===== config.mk =====
export PLATFORM = sky130hd
export DESIGN_NAME = alu_rr_scheduler
export DESIGN_NICKNAME = d
export VERILOG_FILES = /design/src/rtl/alu_rr_scheduler.sv
export SDC_FILE = /design/constraint.sdc
export NUM_CORES = 1
export LEC_CHECK = 0
export BUFFER_PORTS_ARGS = -buffer_cell sky130_fd_sc_hd__clkbuf_2
export CAP_MARGIN = 20
export CORE_MARGIN = 4
export CORE_UTILIZATION = 45
export CTS_BUF_LIST = sky130_fd_sc_hd__clkbuf_8
export CTS_CLUSTER_DIAMETER = 50
export CTS_CLUSTER_SIZE = 28
export DETAILED_ROUTE_END_ITERATION = 16
export PLACE_DENSITY = 0.95
export SYNTH_ARGS = -nofsm -noshare
export SYNTH_HDL_FRONTEND = slang
export SYNTH_SLANG_ARGS = --single-unit

===== constraint.sdc =====
create_clock -name clk -period 3.5 [get_ports clk]
set_clock_uncertainty 0.05 [all_clocks]
set_input_delay 0.175 -clock clk [delete_from_list [all_inputs] [get_ports clk]]
set_output_delay 0.175 -clock clk [all_outputs]
set_load 0.01 [all_outputs]

===== src/rtl/alu_rr_scheduler.sv =====
// alu_rr_scheduler: round-robin sharing of one registered ALU among NREQ requesters, with IDLE/RUN/DRAIN quiesce.
// Optional ALU_SCHED_PERF_EN adds saturating issue/conflict counters.
module alu_rr_scheduler #(
  parameter int N    = 16,
  parameter int NREQ = 2
) (
  input  logic              clk,
  input  logic              rst_n,
  input  logic              en,
  input  logic [NREQ-1:0]   req_valid,
  output logic [NREQ-1:0]   req_ready,
  input  logic [NREQ*N-1:0] req_a,
  input  logic [NREQ*N-1:0] req_b,
  input  logic [NREQ*3-1:0] req_op,
  output logic [N-1:0]      alu_a,
  output logic [N-1:0]      alu_b,
  output logic [2:0]        alu_op,
  input  logic [N-1:0]      alu_result,
  output logic [NREQ-1:0]   rsp_valid,
  output logic [N-1:0]      rsp_data,
  output logic              busy
`ifdef ALU_SCHED_PERF_EN
  ,
  output logic [31:0]       perf_issue_cnt,
  output logic [31:0]       perf_conflict_cnt
`endif
);
  localparam int IW = NREQ > 1 ? $clog2(NREQ) : 1;
  typedef enum logic [1:0] {IDLE, RUN, DRAIN} state_t;
  state_t state, state_nx;
  logic [IW-1:0] ptr, win, iss_id, res_id;
  logic found, accept, iss_vld, res_vld, empty;
  // Scan from farthest to nearest so the requester closest after ptr is left as the winner.
  always_comb begin
    win = ptr;
    found = 1'b0;
    for (int k = NREQ; k >= 1; k--) begin
      if (req_valid[(int'(ptr) + k) % NREQ]) begin
        win = IW'((int'(ptr) + k) % NREQ);
        found = 1'b1;
      end
    end
  end
  assign empty  = !iss_vld && !res_vld;
  assign accept = state == RUN && en && found;
  always_comb begin
    state_nx = state;
    if (en) state_nx = RUN;
    else if (state == IDLE || empty) state_nx = IDLE;
    else state_nx = DRAIN;
  end
  always_ff @(posedge clk or negedge rst_n) begin
    if (!rst_n) begin
      state   <= IDLE;
      ptr     <= IW'(NREQ - 1);
      alu_a   <= '0;
      alu_b   <= '0;
      alu_op  <= 3'd7;
      iss_vld <= 1'b0;
      res_vld <= 1'b0;
      iss_id  <= '0;
      res_id  <= '0;
    end else begin
      state   <= state_nx;
      iss_vld <= accept;
      res_vld <= iss_vld;
      res_id  <= iss_id;
      if (accept) begin
        alu_a  <= req_a[int'(win)*N +: N];
        alu_b  <= req_b[int'(win)*N +: N];
        alu_op <= req_op[int'(win)*3 +: 3];
        iss_id <= win;
        ptr    <= win;
      end
    end
  end
  assign req_ready = accept ? NREQ'(1) << win : '0;
  assign rsp_valid = res_vld ? NREQ'(1) << res_id : '0;
  assign rsp_data  = alu_result;
  assign busy      = state != IDLE;
`ifdef ALU_SCHED_PERF_EN
  logic conflict;
  assign conflict = state == RUN && en && $countones(req_valid) >= 2;
  always_ff @(posedge clk or negedge rst_n) begin
    if (!rst_n) begin
      perf_issue_cnt    <= '0;
      perf_conflict_cnt <= '0;
    end else if (state == IDLE && state_nx == RUN) begin
      perf_issue_cnt    <= '0;
      perf_conflict_cnt <= '0;
    end else begin
      if (accept && !(&perf_issue_cnt)) perf_issue_cnt <= perf_issue_cnt + 32'd1;
      if (conflict && !(&perf_conflict_cnt)) perf_conflict_cnt <= perf_conflict_cnt + 32'd1;
    end
  end
`endif
endmodule

==> impl_results.md, run 1 <==
- Largest net degree at the start of global routing: 43
- Syn Area/Cell: 10.4 um^2
- Met1 wire length: 2170 um
- IO Pins: 147
- Max Slew Vio Count: 0
- Clk slew on worst S/H paths: 0.08 ns
- R2r startpoint: state[1]
- DR WL met2: 2880 um
- Distinct cells, synth: 21
- # rows: 24
- Final wirelength: 5520 um
- Design area: 2640 um^2
- DR vias/cell: 5.44
- Die W: 75.3 um
- Fillers: 377
- Worst skew pair latency: 0.28 ns
- Worst Reg-to-Reg Cells: 4
- FF+latch count, synth: 42
- Antenna violations before repair: 0
- Cell area after synthesis: 2040 um^2
- Post-placement cell count: 333
- Hold WS: 0.0656 ns
- Die height: 75.3 um
- Reg-to-reg endpoint: alu_a[6]
- Slew HR: 51.0%
- Layout cell share with drive strength beyond 1: 45.5%
- Root buf cell: clkbuf_8
- Diodes inserted: 0
- Layout area overhead: 29.6%
- Non-Filler Instances: 344
- CTS buffer count: 5
- Slew at the pin closest to its max-slew limit: 0.735 ns
- Synthesized instance count: 197
- First-pass GRT wire length: 8450 um
- Hold Crit Class: input port to flop
- WP data required: 3.27 ns
- DR DRC count: 0
- Worst-path maximum fanout: 14
- RSZ-0062 raised after global routing: no
- H-tree levels: 2
- CTS resizes: 0
- Setup TNS: 0 ns
- Final Util: 60.3%
- Outcome: finished clean
- CP endpoint: req_ready[1]
- Fin nets: 382
- Most common library cell in the layout ignoring fill and taps: clkbuf_2
- Period minus WS final: 2.06 ns
- DP Area: 2480 um^2
- Peak VDD IR: 0.300 mV
- Met3 routed WL: 435 um
- Initial DRC count: 77
- Synth Warn #: 0
- Setup slack, reg-to-reg: 1.63 ns
- Via count: 1873
- Worst Setup SP: en
- EDFF count, synth: 0
- Initial core utilization: 46.5%
- First-pass DRT Iterations: 4
- Final setup viols: 0
- Sequential share of the synthesized area: 51.7%
- Multi-input gate area: 751 um^2
- GPL Wtd Cong: 0.746
- Pwr dens: 525 nW/um^2
- P_leak: 0.00138 uW
- Max Used Layer: met4
- Die ar.: 5680 um^2
- CP Launch Type: input port
- Area occupied by registers: 1060 um^2
- CTS tree: yes
- Asr flop ratio synth: 100%
- Longest Clk Path Bufs: 2
- Critical path class: input port to output port
- Post-synth top flop: dfrtp_1
- Critical path endpoint category: output port
- Most frequent cells in the layout: clkbuf_2 (114), dfrtp_1 (38), nand2_1 (36)
- Core area: 4380 um^2
- Crit path DAT: 1.84 ns
- WL/cell: 16.0 um
- Fmax: 0.485 GHz
- Final hold violation count: 0
- Max_cap viols: 0
- Vias in the first global route: 1834
- Total global routing track utilization: 19.1%
- CTS Sinks: 42
- Input/output buffers: 114
- Final ANT Viol Nets: 0
- Gr ovfl total: 0
- Final worst-path cycle share: 58.9%
- Post-synth net total: 288
- DP Wirelength: 4000 um
-- layout make-up --
type / instances / share of cell area, %
Clock buffer: 6 / 3.12
Clock inverter: 2 / 1.28
Multi-Input combinational cell: 119 / 28.4
Timing Repair Buffer: 121 / 24.5
Inverter: 2 / 0.284
Tap cell: 52 / 2.46
Sequential cell: 42 / 39.9
-- critical path, stage by stage --
cell and delay (ns):
dlygate4sd3_1 0.53, clkbuf_2 0.14, and3b_1 0.25, and3_1 0.51, clkbuf_2 0.23
-- per-stage QoR --
| step | worst slack, ns | power, uW |
|---|---|---|
| floorplan | 2.06 | 853 |
| global placement | 1.55 | 998 |
| detailed placement | 1.48 | 1010 |
| CTS | 1.44 | 1400 |
| global route | 1.38 | 1470 |
| finish | 1.44 | 1390 |
-- synth_stat cells (4+ instances only) --
cell type / count / area share [%]
buf_2: 9 / 2.2
buf_6: 4 / 2.2
buf_4: 16 / 5.9
nor3_1: 35 / 8.6
a221o_1: 35 / 17
dfrtp_1: 38 / 47
dfstp_2: 4 / 5.2
nand2_1: 36 / 6.6
clkbuf_1: 4 / 0.74
-- state kept, by name, indices dropped and copies added (netlist names) --
name / cells
res_vld: 1
alu_a: 16
res_id: 1
ptr: 1
alu_op: 3
state: 2
alu_b: 16
iss_vld: 1
iss_id: 1
-- logic make-up (layout without fill, tap and decap cells) --
group                  Yosys count  after routing  synth area share (%)
DFF                             42             42                  51.7
AOI/OAI and AO/OA               39             39                  18.6
and+or+nand+nor                 80             80                  18.1
buffers and inverters           36            131                  11.6
-- worst min-delay path by stage --
stage	cells past startpoint	startpoint	slack (ns)	end
floorplan	0	rst_n	-0.17	alu_a[0]
global placement	1	en	0.28	state[0]
detailed placement	1	en	0.29	state[0]
CTS	1	rst_n	0.03	alu_b[9]
global route	2	req_a[25]	0.05	alu_a[9]
finish	2	req_a[30]	0.07	alu_a[14]
-- routing by layer --
metal  vias up  track usage, %
met4         0            5.05
met3        10            4.88
li1        897               -
met2        82            34.1
met5         -               0
met1       884            23.0
-- power breakdown --
part / total (uW) / internal (uW) / leakage [uW] / switching (uW)
logic: 359 / 181 / 0.000798 / 178
clock network: 383 / 230 / 0.0000626 / 153
registers: 647 / 587 / 0.000515 / 59.8
-- repair_timing --
action	in CTS	in global routing
buffers inserted	0	0
hold endpoints to repair	1	18
hold buffers	1	1
(Power assumes the default switching activity.)
==> inputs of run 2 (changes only) <==
CORE_UTILIZATION = 42   (was 45)
PLACE_DENSITY = 0.9   (was 0.95)
clock period = 2.14 ns   (was 3.5 ns; I/O delays follow)
==> run 2 against run 1 <==
  * Clock power up 33%
  * Sequential share of layout area is 2.4 points lower
  * Sequential power grew 64%
  * Worst setup slack lost 1.1 ns
  * Total power up 58%
  * Count of clock-buffer cells in the layout stayed put
  * Critical path depth is 1 higher
  * Register-to-register slack lost 1.1 ns
  * Global-route usage is essentially flat
  * First-iteration DRC count increased by 43%
  * Critical endpoint unchanged
  * Flip-flop and latch count unchanged
  * Largest cell class unchanged
==> impl_results.md, run 2 (synthesis gave the netlist of run 1 again) <==
- Outcome: finished clean
- Final ANT Viol Nets: 0
- Hold path start: req_b[28]
- DR DRC count: 0
- # rows: 25
- R2r startpoint: state[1]
- H-tree levels: 2
- Die height: 77.7 um
- CTS tree: yes
- Final hold violation count: 0
- IO Pins: 147
- Critical path endpoint category: output port
- Most common library cell in the layout ignoring fill and taps: clkbuf_2
- Layout cell share with drive strength beyond 1: 44.3%
- CTS Sinks: 42
- Max_cap viols: 0
- Final worst-path cycle share: 82.1%
- Max Slew Vio Count: 0
- CTS buffer count: 5
- Overall power: 2190 uW
- Final setup viols: 0
- Slew HR: 48.1%
- Clk slew on worst S/H paths: 0.08 ns
- Input/output buffers: 114
- GPL Wtd Cong: 0.763
- Multi-input gate area: 751 um^2
- Fillers: 388
- Crit path DAT: 1.60 ns
- Area occupied by registers: 1060 um^2
- WP data required: 1.98 ns
- Peak VDD IR: 0.265 mV
- Hold Crit Class: input port to flop
- Worst-path maximum fanout: 19
- CTS resizes: 0
- P_leak: 0.00145 uW
- Leading registers by flop count: alu_a: 16 flops, alu_b: 16 flops, alu_op: 3 flops
- Longest Clk Path Bufs: 2
- CP Launch Type: input port
- RSZ-0062 raised after global routing: no
- Setup TNS: 0 ns
- Worst skew pair latency: 0.28 ns
- Die W: 77.7 um
- DP Wirelength: 4250 um
- Critical path class: input port to output port
- Antenna violations before repair: 0
- First-pass GRT wire length: 9280 um
- Die ar.: 6040 um^2
- WL/cell: 15.9 um
- Pwr dens: 780 nW/um^2
- DR vias/cell: 5.36
- Final wirelength: 6000 um
- Gr ovfl total: 0
- Initial core utilization: 43.2%
- Diodes inserted: 0
- Fin nets: 399
- Initial DRC count: 110
- Period minus WS final: 1.76 ns
- Fmax: 0.569 GHz
- Largest net degree at the start of global routing: 43
- Vias in the first global route: 1974
- Most frequent cells in the layout: clkbuf_2 (114), dfrtp_1 (38), nand2_1 (36)
- Worst Setup SP: en
- Core area: 4720 um^2
- Layout area overhead: 37.7%
- Root buf cell: clkbuf_8
- Via count: 2017
- First-pass DRT Iterations: 4
- Total global routing track utilization: 19.1%
- Postcts setup bufs: 0
- Slew at the pin closest to its max-slew limit: 0.778 ns
## run 2: through the flow
stage | hold WS [ns] | setup slack, ns | cells | instance area (um^2) | util, %
after floorplan | -0.239 | 0.698 | 197 | 2040 | -
after global placement | 0.164 | 0.567 | 352 | 2540 | 53.8
after detailed placement | 0.164 | 0.497 | 352 | 2540 | 53.8
after CTS | 0.00153 | 0.382 | 374 | 2770 | 58.7
after global routing | 0.000600 | 0.299 | 376 | 2810 | 59.5
final | 0.00329 | 0.383 | 376 | 2810 | 59.5
## run 2: area by class of cell
cell class	instances	area share (%)
clock buffers	6	2.94
clock inverters	2	0.312
inverters	2	0.267
multi-input cells	119	26.7
flip-flops and latches	42	37.6
well taps	67	2.98
repair buffers	138	29.2
## run 2: repair_timing
action / 4_1_cts / 5_1_grt
hold endpoints to repair: 52 / 1
endpoints found under the setup margin: 0 / 0
hold buffers: 14 / 1
## run 2: worst paths after layout
check	end	slack [ns]	cells after the start
worst max-delay path	req_ready[1]	0.38	6
worst min register to register	res_vld	0.34	0
min in group asynchronous	alu_a[3]	0.27	2
worst min-delay path	alu_b[12]	0.003	2
worst max register to register	alu_a[13]	0.49	4
max in group asynchronous	ptr	1.19	3
## run 2: critical path: stages
cell	delay (ns)
dlygate4sd3_1	0.54
clkbuf_2	0.14
and3b_1	0.21
and3_1	0.19
buf_4	0.24
clkbuf_2	0.17
## run 2: per-layer routing
metal,GRT usage (%),vias up,wire length [um]
met5,0,-,0
met4,6.94,0,100
met3,4.76,21,522
met2,31.8,107,2940
met1,24.1,954,2430
li1,-,935,-
## run 2: report_power, final
part	internal [uW]	switching [uW]
clock	255	254
combinational	321	303
sequential	961	98.3
